File: config.mk
export PLATFORM = sky130hd
export DESIGN_NAME = alert_driver_flat
export DESIGN_NICKNAME = d
export VERILOG_FILES = /design/src/rtl/alert_driver_if.sv /design/src/rtl/alert_driver.sv /design/src/flat_wrapper.sv
export SDC_FILE = /design/constraint.sdc
export NUM_CORES = 1
export LEC_CHECK = 0
export ABC_AREA = 0
export CORE_ASPECT_RATIO = 1.4
export CORE_MARGIN = 2
export CORE_UTILIZATION = 50
export CTS_CLUSTER_DIAMETER = 120
export CTS_CLUSTER_SIZE = 14
export DETAILED_ROUTE_END_ITERATION = 8
export PLACE_DENSITY = 0.72
export SKIP_CTS_REPAIR_TIMING = 1
export SYNTH_ARGS = -nofsm -noshare
export SYNTH_HDL_FRONTEND = slang
export SYNTH_SLANG_ARGS = --single-unit
File: constraint.sdc
create_clock -name clk -period 6.1 [get_ports clk]
set_input_delay 1.83 -clock clk [delete_from_list [all_inputs] [get_ports clk]]
set_output_delay 1.83 -clock clk [all_outputs]
set_load 0.01 [all_outputs]
File: src/rtl/alert_driver_if.sv
// Handshake bundle between game logic and the alert driver: start request in,
// LED/buzzer drive and sequence status out.
interface alert_driver_if #(
    parameter int CNT_W = 4
);
    logic             trig;
    logic [CNT_W-1:0] count_in;
    logic             led;
    logic             beep;
    logic             busy;
    logic             done;

    modport master (
        output trig,
        output count_in,
        input  led,
        input  beep,
        input  busy,
        input  done
    );

    modport slave (
        input  trig,
        input  count_in,
        output led,
        output beep,
        output busy,
        output done
    );
endinterface

File: src/rtl/alert_driver.sv
// Turns a one-clock event pulse into N timed LED flashes with a gated buzzer tone.
// Optional macro ALERT_RETRIGGER_EN: a trig while busy restarts the sequence.
module alert_driver #(
    parameter int ON_CYCLES  = 25000000,
    parameter int OFF_CYCLES = 12500000,
    parameter int TONE_DIV   = 25000,
    parameter int CNT_W      = 4
) (
    input  logic          clk,
    input  logic          reset,
    alert_driver_if.slave bus
);

    localparam int ON_W   = (ON_CYCLES  > 1) ? $clog2(ON_CYCLES)  : 1;
    localparam int OFF_W  = (OFF_CYCLES > 1) ? $clog2(OFF_CYCLES) : 1;
    localparam int TONE_W = (TONE_DIV   > 1) ? $clog2(TONE_DIV)   : 1;
    localparam int PH_W   = (ON_W > OFF_W) ? ON_W : OFF_W;

    localparam logic [PH_W-1:0]   ON_LAST   = PH_W'(ON_CYCLES - 1);
    localparam logic [PH_W-1:0]   OFF_LAST  = PH_W'(OFF_CYCLES - 1);
    localparam logic [TONE_W-1:0] TONE_LAST = TONE_W'(TONE_DIV - 1);
    localparam logic [CNT_W-1:0]  CNT_ONE   = CNT_W'(1);

    typedef enum logic [2:0] {
        S_IDLE = 3'd0,
        S_ON   = 3'd1,
        S_OFF  = 3'd2,
        S_DONE = 3'd3
    } state_t;

    state_t            r_state;
    logic [PH_W-1:0]   r_phase;
    logic [CNT_W-1:0]  r_remaining;
    logic              r_tone;
    logic [TONE_W-1:0] r_toneCnt;
    logic              r_led;
    logic              r_beep;
    logic              r_busy;
    logic              r_done;

    state_t            w_nextState;
    logic [PH_W-1:0]   w_nextPhase;
    logic [CNT_W-1:0]  w_nextRemaining;
    logic              w_nextTone;
    logic [TONE_W-1:0] w_nextToneCnt;
    logic              w_ledNext;
    logic              w_beepNext;
    logic              w_busyNext;
    logic              w_doneNext;

    always_ff @(posedge clk) begin
        if (reset) begin
            r_state     <= S_IDLE;
            r_phase     <= '0;
            r_remaining <= '0;
            r_tone      <= 1'b0;
            r_toneCnt   <= '0;
            r_led       <= 1'b0;
            r_beep      <= 1'b0;
            r_busy      <= 1'b0;
            r_done      <= 1'b0;
        end else begin
            r_state     <= w_nextState;
            r_phase     <= w_nextPhase;
            r_remaining <= w_nextRemaining;
            r_tone      <= w_nextTone;
            r_toneCnt   <= w_nextToneCnt;
            r_led       <= w_ledNext;
            r_beep      <= w_beepNext;
            r_busy      <= w_busyNext;
            r_done      <= w_doneNext;
        end
    end

    always_comb begin
        w_nextState     = S_IDLE;
        w_nextPhase     = '0;
        w_nextRemaining = r_remaining;
        w_nextTone      = 1'b0;
        w_nextToneCnt   = '0;
        case (r_state)
            S_IDLE: begin
                if (bus.trig) begin
                    w_nextRemaining = bus.count_in;
                    if (bus.count_in != '0) begin
                        w_nextState = S_ON;
                        w_nextTone  = 1'b1;
                    end else begin
                        w_nextState = S_DONE;
                    end
                end else begin
                    w_nextState = S_IDLE;
                end
            end
            S_ON: begin
                // Last ON cycle: the final flash skips the OFF gap and goes straight to DONE.
                if (r_phase == ON_LAST) begin
                    w_nextRemaining = r_remaining - 1'b1;
                    if (r_remaining == CNT_ONE) begin
                        w_nextState = S_DONE;
                    end else begin
                        w_nextState = S_OFF;
                    end
                end else begin
                    w_nextState = S_ON;
                    w_nextPhase = r_phase + 1'b1;
                    if (r_toneCnt == TONE_LAST) begin
                        w_nextToneCnt = '0;
                        w_nextTone    = ~r_tone;
                    end else begin
                        w_nextToneCnt = r_toneCnt + 1'b1;
                        w_nextTone    = r_tone;
                    end
                end
            end
            S_OFF: begin
                if (r_phase == OFF_LAST) begin
                    w_nextState = S_ON;
                    w_nextTone  = 1'b1;
                end else begin
                    w_nextState = S_OFF;
                    w_nextPhase = r_phase + 1'b1;
                end
            end
            S_DONE: begin
                w_nextState = S_IDLE;
            end
            default: begin
                w_nextState     = S_IDLE;
                w_nextRemaining = '0;
            end
        endcase
`ifdef ALERT_RETRIGGER_EN
        if (bus.trig && (r_state == S_ON || r_state == S_OFF || r_state == S_DONE)) begin
            w_nextRemaining = bus.count_in;
            w_nextPhase     = '0;
            w_nextToneCnt   = '0;
            if (bus.count_in != '0) begin
                w_nextState = S_ON;
                w_nextTone  = 1'b1;
            end else begin
                w_nextState = S_DONE;
                w_nextTone  = 1'b0;
            end
        end
`endif
    end

    // Outputs are decoded from the upcoming state so they register on the same edge.
    always_comb begin
        w_ledNext  = (w_nextState == S_ON);
        w_beepNext = (w_nextState == S_ON) && w_nextTone;
        w_busyNext = (w_nextState != S_IDLE);
        w_doneNext = (w_nextState == S_DONE);
    end

    assign bus.led  = r_led;
    assign bus.beep = r_beep;
    assign bus.busy = r_busy;
    assign bus.done = r_done;

endmodule

File: src/flat_wrapper.sv
// flat-port wrapper written by rule: the top's interface ports become plain ports
module alert_driver_flat 
#(
    parameter int ON_CYCLES  = 25000000,
    parameter int OFF_CYCLES = 12500000,
    parameter int TONE_DIV   = 25000,
    parameter int CNT_W      = 4
)
  (clk, reset, bus_trig, bus_count_in, bus_led, bus_beep, bus_busy, bus_done);
  alert_driver_if #(.CNT_W(CNT_W)) bus_i ();
  input  logic clk;
  input  logic reset;
  input wire logic [$bits(bus_i.trig)-1:0] bus_trig;
  input wire logic [$bits(bus_i.count_in)-1:0] bus_count_in;
  output wire logic [$bits(bus_i.led)-1:0] bus_led;
  output wire logic [$bits(bus_i.beep)-1:0] bus_beep;
  output wire logic [$bits(bus_i.busy)-1:0] bus_busy;
  output wire logic [$bits(bus_i.done)-1:0] bus_done;
  assign bus_i.trig = bus_trig;
  assign bus_i.count_in = bus_count_in;
  assign bus_led = bus_i.led;
  assign bus_beep = bus_i.beep;
  assign bus_busy = bus_i.busy;
  assign bus_done = bus_i.done;
  alert_driver #(.ON_CYCLES(ON_CYCLES), .OFF_CYCLES(OFF_CYCLES), .TONE_DIV(TONE_DIV), .CNT_W(CNT_W)) u_core (.clk(clk), .reset(reset), .bus(bus_i));
endmodule
Word-level counts from Yosys, hierarchy flattened
Index checks and enable logic that the tools add are counted.
Widths: inputs -> output; s select.
- logic and storage cells: 51
- output and inout bits: 4
- bits in registers: 52
- bitwise operators: 3
- muxes and demuxes: 18
- reduce and logical (&&, ||, !) cells: 7
- equal/unequal tests: 11
- add/subtract/negate cells: 3
- operators by type and width (kind ; count):
    $mux 25 ; 2
    $pmux 25 s2 ; 1
    $add 25x1->25 const B ; 1
    $eq 25x24->1 const B ; 1
    $eq 25x25->1 const B ; 1
    $add 15x1->15 const B ; 1
    $eq 15x15->1 const B ; 1
    $pmux 4 s3 ; 1
    $eq 3x2->1 const B ; 3
    $pmux 3 s3 ; 1
    $mux 2 ; 4
    $mux 4 ; 2
    $eq 3x1->1 const B ; 2
    $mux 1 ; 6
    $eq 4x1->1 const B ; 1
    $reduce_bool 4->1 ; 1
    $reduce_or 4->1 ; 1
    $sub 4x1->4 const B ; 1
    $logic_not 3->1 ; 1
    $not 1->1 ; 3
    $pmux 1 s3 ; 1
    $reduce_and 3->1 ; 1
    $reduce_bool 3->1 ; 1
    $ne 2x1->1 const B ; 1
    other kinds (3) ; 3

Logic depth before layout (Yosys ltp)
- word-level depth: 6
- mapped depth: 8
- depth with buffers taken out: 6

Worst setup path before layout
No wires, ideal clock.
- path type: input-to-reg
- start: input port bus_count_in[2]
- end: register u_core.r_beep, in the netlist u_core.bus.beep
- setup slack: 3.206 ns
- buffers on the path: 0
- library setup time: 0.132 ns
- cell stages on the path: 3
- arrival: 2.763 ns
- cells stage by stage: or4_1 > a221oi_1 > nor3_1
- longest elaborated chain between the ends: 6
- elaborated cells on any way between the ends: 9
- ends and longest elaborated chain (item ; RTL line ; text):
    start: declaration ; flat_wrapper.sv:14 ; input wire logic [$bits(bus_i.count_in)-1:0] bus_count_in;
    $reduce_bool 4->1 * ; alert_driver.sv:85 ; if (bus.count_in != '0) begin
    $mux 2 ; alert_driver.sv:85 ;
    $mux 2 ; alert_driver.sv:83 ; if (bus.trig) begin
    $pmux 3 s3 ; alert_driver.sv:81 ; case (r_state)
    $eq 3x1->1 ; alert_driver.sv:152 ; w_beepNext = (w_nextState == S_ON) && w_nextTone;
    $logic_and 1x1->1 * ; alert_driver.sv:152 ;
    end signal: assignment ; alert_driver.sv:69 ; r_beep <= w_beepNext;
    end: declaration ; alert_driver.sv:37 ; logic r_beep;
Every way passes the cells marked *; elsewhere a longest branch is shown, timed or not.
A chain may end at the register's enable or synchronous reset.

Worst setup path in the final report
- start: input port bus_count_in[2]
- end: register u_core.r_tone
- longest elaborated chain between the ends: 4
- ends and longest elaborated chain (item ; RTL line ; text):
    $reduce_bool 4->1 ; alert_driver.sv:85 ;
    $mux 1 ; alert_driver.sv:85 ;
    $mux 1 ; alert_driver.sv:83 ;
    $pmux 1 s3 ; alert_driver.sv:81 ;
    end signal: assignment ; alert_driver.sv:66 ; r_tone <= w_nextTone;
    end: declaration ; alert_driver.sv:34 ; logic r_tone;
Every way passes these cells.

==> flow_metrics.env <==
export IMPL_status="completed"
export IMPL_worst_hold_path_type="reg2reg"
export IMPL_relSlewSlack_pct=28.0
export IMPL_fin_util_pct=55.5
export IMPL_crit_type="in2reg"
export IMPL_final_nets=299
export IMPL_gp_congestion=0.836
export IMPL_detail_route_wl_per_cell_um=12.5
export IMPL_routed_via_density=5.36
export IMPL_stdcell_area_um2=2640
export IMPL_dp_slack_ns=2.67
export IMPL_syn_to_final_growth_pct=8.81
export IMPL_async_reset_ff_share_pct=0
export IMPL_antenna_found_initial=0
export IMPL_grt_pass1_vias=1838
export IMPL_grt_pass1_wl_um=7700
export IMPL_setup_viol=0
export IMPL_hpwl_um=3130
export IMPL_clk_path_buf_depth=2
export IMPL_cp_arrival_ns=3.30
export IMPL_syn_nets=291
export IMPL_max_freq_mhz=319
export IMPL_tritoncts="done"
export IMPL_reg2reg_slack_ns=3.41
export IMPL_skew_ns=0.00795
export IMPL_cp_required_ns=6.27
export IMPL_io_buffers=10
export IMPL_antenna_cells=0
export IMPL_multiInputGateArea_um2=1320
export IMPL_syn_cell_area_um2=2430
export IMPL_area_sequential_um2=1020
export IMPL_htree_levels=2
export IMPL_p_per_area_nw_per_um2=222
export IMPL_layout_commonest_cell="nor2_1"
export IMPL_antenna_left=0
export IMPL_clock_sinks=51
export IMPL_pin_count=11
export IMPL_die_height_um=86.5
export IMPL_drv_slew=0
export IMPL_first_pass_iters=4
export IMPL_tns_ns=0
export IMPL_rows=30
export IMPL_rsz0062_at_grt="no"
export IMPL_synth_edf_count=0
export IMPL_maxCapViolCount=0
export IMPL_clk_latency_ns=0.30
export IMPL_start_util_pct=51.0
export IMPL_ys_types=42
export IMPL_power_total_w=0.000587
export IMPL_fillers=459
export IMPL_die_area_um2=5440
export IMPL_cts_root_buf="clkbuf_8"
export IMPL_drc=0
export IMPL_finalHoldViolations=0
export IMPL_tightest_slew_ns=1.07
export IMPL_synth_seq_cells=51
export IMPL_fin_crit_ns=3.13
export IMPL_yosysWarnings=0
export IMPL_syn_area_per_cell_um2=8.80
export IMPL_p_leak_nw=0.853
export IMPL_crit_fanout=2
export IMPL_first_iter_violations=91
export IMPL_grt_max_degree=26
export IMPL_vias=1869
export IMPL_finalCritPeriodShare_pct=51.3
export IMPL_grt_use_total_pct=17.5
export IMPL_numCtsBuffers=5
export IMPL_worstSetupEndpointType="flip-flop"
export IMPL_wl_um=4360
export IMPL_core_um2=4770
export IMPL_die_x_um=62.9
export IMPL_most_common_layout_cells="54 x nor2_1, 51 x dfxtp_1, 19 x xnor2_1, 18 x nand2_1, 18 x xor2_1"
export IMPL_drive_gt1_share_pct=4.91
export IMPL_overflow=0
export IMPL_place_area_um2=2560
export IMPL_setup_ws_ns=2.97
export IMPL_cp_start_kind="input pin"
export IMPL_yosysSeqAreaShare_pct=42.0
export IMPL_ir_drop_v=0.000105
export IMPL_path_clk_slew_ns=0.08
export IMPL_synthCells=276
export IMPL_synthFlopType="dfxtp_1"
## where the power goes
part           leakage [nW]  internal [W]  switching, W  total [W]
clock network        0.0422     0.0000807      0.000104   0.000185
registers             0.413      0.000341    0.00000581   0.000347
logic                 0.398     0.0000252     0.0000304  0.0000557
total                 0.853      0.000447      0.000140   0.000587
## through the flow
step,hold WS [ns],std cells
floorplan,0.417,276
global placement,0.430,341
detailed placement,0.437,341
CTS,0.457,349
global route,0.486,349
finish,0.448,349
## layout make-up
type / instances / share of cell area (%)
Sequential cell: 51 / 38.6
Clock inverter: 1 / 0.189
Timing Repair Buffer: 10 / 3.79
Tap cell: 64 / 3.03
Inverter: 12 / 1.70
Clock buffer: 7 / 2.89
Multi-Input combinational cell: 204 / 49.8
## path summary, 6_finish.rpt
check / from / endpoint / depth (start not counted)
worst min-delay path: u_core.r_toneCnt[0]$_SDFF_PP0_ / u_core.r_toneCnt[0]$_SDFF_PP0_ / 1
worst max-delay path: bus_count_in[2] / u_core.r_tone$_SDFF_PP0_ / 4
worst max register to register: u_core.r_phase[0]$_SDFF_PP0_ / u_core.r_phase[8]$_SDFF_PP0_ / 6
worst min register to register: u_core.r_toneCnt[0]$_SDFF_PP0_ / u_core.r_toneCnt[0]$_SDFF_PP0_ / 1
## synth_stat cells (all sizes together) (3+ instances only)
master	count	share of area, %
inv	12	1.9
xor2	18	6.5
nand4	10	2.6
nand3	10	2.1
or3	3	0.77
and3	7	1.8
ha	8	4.1
xnor2	19	6.8
clkbuf	4	0.62
buf	5	1.3
nor3	10	2.1
a21oi	4	0.82
a211oi	6	1.9
nand2	18	2.8
nor4	7	2.1
nor2	54	8.3
dfxtp	51	42
## kinds of logic (layout without fill, tap and decap cells)
logic type | Yosys count | count (layout) | synth area share [%]
AND/OR/NAND/NOR | 135 | 135 | 28.0
XOR/XNOR | 37 | 37 | 13.3
adder cells (fa/ha/maj) | 8 | 8 | 4.12
flip-flops | 51 | 51 | 42.0
buffers and inverters | 21 | 30 | 3.81
AO/OA/AOI/OAI | 24 | 24 | 8.70
## critical path: stages
cell and delay [ns]:
clkdlybuf4s50_1 0.41, or4_1 0.57, a221oi_1 0.41, nor3_1 0.08
## sequential cells by signal, indices dropped and copies added, names as in the netlist
name,count
u_core.bus.beep,1
u_core.bus.led,1
u_core.bus.busy,1
u_core.bus.done,1
u_core.r_remaining,4
u_core.r_toneCnt,15
u_core.r_tone,1
u_core.r_state,2
u_core.r_phase,25
## layer usage
layer  global-route usage, %  wire [µm]  share of wire (%)  up-vias
li1                        -          -                  -      969
met3                    3.12        107                2.5        9
met4                    7.27         85                1.9        0
met5                       0          0                  0        -
met2                    32.6       2270                 52       25
met1                    19.5       1900                 44      866
No activity file was read; power rests on OpenSTA's default activity.
==> patch 1 (same settings) <==
Re-encode `state_t` (4 states) as one-hot, 4 bits wide.
--- a/src/rtl/alert_driver.sv
+++ b/src/rtl/alert_driver.sv
@@ -23,7 +23,7 @@
 
-    typedef enum logic [2:0] {
-        S_IDLE = 3'd0,
-        S_ON   = 3'd1,
-        S_OFF  = 3'd2,
-        S_DONE = 3'd3
+    typedef enum logic [3:0] {
+        S_IDLE = 4'b0001,
+        S_ON   = 4'b0010,
+        S_OFF  = 4'b0100,
+        S_DONE = 4'b1000
     } state_t;
Check against the original RTL: same outputs for any inputs over 10 cycles, from zero or initial values and one cycle with reset high; not proved beyond that.
==> patch 1 against the unedited design <==
Cell area up 9.4%. Power up 13%. Register-to-register slack better by 180 ps. Sequential cell count up 2. Worst setup slack worse by 210 ps. Critical path depth down 1. Core utilization up 0.59 points. Global-route usage down 0.36 points. Synthesized cell count up 3.3%. Clock skew up 2.3 ps. Sequential power up 5%. Die area up 8.9%. Routed wire length up 8.0%. Area after synthesis up 9.4%. Critical endpoint is now u_core.r_toneCnt[6]. Largest cell class unchanged. Largest power group unchanged. Highest routed layer unchanged.
==> patch 1: results (changes against the unedited design) <==
sequential share of the synthesized area=0.399 (-0.0209); Synth top area share=0.399 (-0.0209); Hold Startpoint=u_core.r_phase[0]; Arr. time, crit path=3510 ps (+210 ps); Detailed Place HPWL=3390 um (+8.2%); pre-CTS setup slack=2400 ps (-271 ps); r2r worst-path depth=7 (+1); synth cell count leaders=dfxtp_1 (53), nor2_1 (45), xnor2_1 (25), nand3_1 (14); Lkg Pwr=0.844 nW (-1.1%); CP max-delay cell=or3_1; number of global-route vias before repair=1,935 (+5.3%); Worst slew margin=0.333 (+0.0539); starting DRC count in detailed routing=96 (+5.5%); first-pass GRT wire length=8160 um (+6.0%); Synth Area in Adders=0.0188 (-0.0224); CP Max Fanout=15 (+13); Yosys cell types=55 (+31%); layout cells sized above 1=0.111 (+0.0624); CP max stage delay=850 ps (+280 ps); Worst IR Drop VDD=0.000116 V (+9.8%); Synth Instances=285 (+3.3%); total track usage=0.172 (-0.00363); initial antenna violation count=0 (unchanged); post-synthesis compound-gate area fraction=0.0862 (-0.000865); hold endpoint=u_core.r_phase[0]; Avg WL per Cell=13.0 um (+4.2%); Post-DP Area=2780 um2 (+8.3%); DR pass1 iterations=5 (+1); post-placement cell count=354 (+3.8%); top post-synthesis cells by area=dfxtp_1 (40%), xnor2_1 (8.2%), nor2_1 (6.4%); nets=306 (+2.3%); Clock Skews=10.2 ps (+2.25 ps); DR vias/cell=5.47 (+2.2%); final worst-path cycle share=0.549 (+0.0352); Synthesized Nets=296 (+1.7%); crit path launch=reset; Post-Synth XOR/XNOR Area=0.125 (-0.00813); reg-to-reg setup timing slack=3590 ps (+180 ps); Yosys Warn Count=0 (unchanged); GP Congestion=0.816 (-2.4%); Largest regs=u_core.r_phase (25), u_core.r_toneCnt (15); outcome=finished clean; reg2reg end=u_core.r_toneCnt[6]
patch 1: cell type report:
class | instances | area (um2)
fillers | 495 | 2270
multi-input cells | 211 | 1480
flip-flops and latches | 53 | 1060
repair buffers | 11 | 108
clock buffers | 7 | 86.3
well taps | 66 | 82.6
inverters | 13 | 48.8
clock inverters | 1 | 30.0
patch 1: worst max-delay path: cells and delay by family:
kind / cells / cell delay (ps)
buf+inv: 1 / 710
simple gates: 2 / 960
patch 1: layer usage:
layer / vias to the layer above / global-route usage / share of wire
li1: 1010 / - / -
met1: 937 / 0.197 / 0.45
met2: 26 / 0.304 / 0.51
met3: 8 / 0.0411 / 0.025
met4: 0 / 0.0573 / 0.015
met5: - / 0 / 0
patch 1: how the worst max path moves through the flow:
| stage | to | cells past startpoint |
|---|---|---|
| final | u_core.r_toneCnt[6] | 3 |
| after global routing | u_core.r_toneCnt[6] | 3 |
| after detailed placement | u_core.r_toneCnt[6] | 3 |
| after CTS | u_core.r_toneCnt[3] | 3 |
| after global placement | u_core.r_toneCnt[4] | 3 |
| after floorplan | u_core.r_toneCnt[10] | 5 |
patch 1: kinds of logic after synthesis:
logic type,Yosys count
simple gates,141
flops,53
xor+xnor,38
compound gates,28
buf+inv,21
fa+ha+maj,4
patch 1: report_power, final:
part           switching (mW)  internal, mW  leakage, nW
registers             0.00785         0.355        0.429
clock network           0.109         0.134       0.0585
logic                  0.0305        0.0281        0.356
==> patch 2 (same settings) <==
Made on the original files. The option `ALERT_RETRIGGER_EN` is turned on by a define.
--- a/src/rtl/alert_driver.sv
+++ b/src/rtl/alert_driver.sv
@@ -2,2 +2,4 @@
 // Optional macro ALERT_RETRIGGER_EN: a trig while busy restarts the sequence.
+`define ALERT_RETRIGGER_EN
+
 module alert_driver #(
Formal check against the unedited RTL: not equivalent (Yosys sat finds a counterexample within 4 cycles, from zero or initial values and one cycle with reset high).
==> patch 2 against the unedited design <==
Die area increased by 3.0%. Cell area increased by 4.4%. Sequential cell count unchanged. Area after synthesis increased by 3.2%. Routed wire length increased by 6.3%. Worst setup slack got worse by 180 ps. Power increased by 8.6%. Worst hold slack improved by 29 ps. Largest power group unchanged.
==> patch 2: results (changes against the unedited design) <==
Post-synth ARST share=0 (unchanged); Reg clk slew, reported paths=roughly 90 ps; pre-CTS setup slack=2470 ps (-206 ps); first-pass GRT wire length=8380 um (+8.9%); largest net degree at the start of global routing=26 (unchanged); crit path launch=bus_count_in[1]; DR pass1 iterations=4 (unchanged); Yosys cell types=44 (+4.8%); uppermost routed layer=met4; Max Buffers Root-to-Sink=2 (unchanged); crit path to=u_core.bus.beep; Synth Flop Type=dfxtp_1; starting DRC count in detailed routing=92 (+1.1%); sequential share of the synthesized area=0.407 (-0.0130); Clock Skews=7.43 ps (-0.523 ps); Worst-Margin Slew=569 ps (-502 ps); clock network power=225 uW (+22%); Switch Pwr=148 uW (+5.5%); Yosys Warn Count=0 (unchanged); Final ANT Viol Nets=0 (unchanged); Largest regs=u_core.r_phase (25), u_core.r_toneCnt (15), u_core.r_remaining (4); Avg WL per Cell=12.5 um (about the same); post-placement cell count=364 (+6.7%); I/O Buffers=10 (unchanged); reg2reg end=u_core.r_toneCnt[4]; WL final=4640 um (+6.3%); final worst slack=2790 ps (-176 ps); synth cell count leaders=nor2_1 (52), dfxtp_1 (51), nand2_1 (23), xor2_1 (21), nand3_1 (18); Combinational Power=64.6 uW (+16%); CP Max Fanout=5 (+3); Pint=489 uW (+9.5%); reg-to-reg setup timing slack=3920 ps (+510 ps); Synthesized Nets=311 (+6.9%); Arr. time, crit path=3490 ps (+190 ps); GP Congestion=0.919 (+10%); number of global-route vias before repair=1,878 (+2.2%); Fillers=455 (-0.87%); nets=322 (+7.7%); total track usage=0.186 (+0.0108); reg-to-reg startpoint=u_core.r_phase[0]; area grow syn2layout=10.1%; Met1 Wirelength=2100 um (+11%); Worst IR Drop VDD=0.000215 V (+100%); Met2 Wirelength=2370 um (+4.3%); Root Buffer=clkbuf_8; Lkg Pwr=0.917 nW (+7.5%); Post-DP Area=2650 um2 (+3.6%); layout cells sized above 1=0.0489 (-0.000263); outcome=finished clean; Vias=1,971 (+5.5%); Core Rows=30 (unchanged); Detailed Place HPWL=3310 um (+5.6%); top post-synthesis cells by area=dfxtp_1 (41%), nor2_1 (7.8%), xor2_1 (7.3%); Mean Syn Cell Area=8.47 um2 (-3.8%); WL met3=92 um (-14%); HP Class=reg2reg
patch 2: changes by cell type after synthesis, moves of 5 or more:
cell      delta
nand3_1      +8
o21ai_0      +7
a211oi_1     -5
xnor2_1      -6
a21oi_1      +6
nand2_1      +5
patch 2: how the worst min path moves through the flow:
| stage | slack [ps] | end | start |
|---|---|---|---|
| 2_1_floorplan | 430 | u_core.r_phase[0] | u_core.r_phase[0] |
| 4_1_cts | 480 | u_core.r_phase[0] | u_core.r_phase[0] |
| 3_3_place_gp | 440 | u_core.r_phase[0] | u_core.r_phase[0] |
| 6_report | 480 | u_core.r_phase[0] | u_core.r_phase[0] |
| 5_1_grt | 500 | u_core.r_phase[0] | u_core.r_phase[0] |
| 3_5_place_dp | 450 | u_core.r_phase[0] | u_core.r_phase[0] |
patch 2: worst max-delay path, cell delays in order:
cell	delay, ps
clkdlybuf4s50_1	430
nor4_1	540
a211oi_1	150
a211o_2	370
nor3b_2	160
patch 2: cell families (layout without fill, tap and decap cells):
kind of cell / count (synthesis) / count (layout) / share of synthesized area
adders and majority gates: 8 / 8 / 0.0399
DFF: 51 / 51 / 0.407
buffers and inverters: 20 / 31 / 0.0344
xor gates and xnor gates: 34 / 34 / 0.119
AOI/OAI and AO/OA: 34 / 34 / 0.0908
and+or+nand+nor: 149 / 149 / 0.309
patch 2: final cells by class:
cell class / count / share of cell area
multi-input combinational: 225 / 0.507
clock buffer: 5 / 0.0249
tap: 64 / 0.0290
inverter: 14 / 0.0190
clock inverter: 2 / 0.0136
sequential: 51 / 0.370
timing repair buffer: 10 / 0.0363
patch 2: routing by layer:
metal	up-vias	GRT usage
li1	1035	-
met1	910	0.228
met2	19	0.323
met3	7	0.0360
met4	0	0.0692
met5	-	0
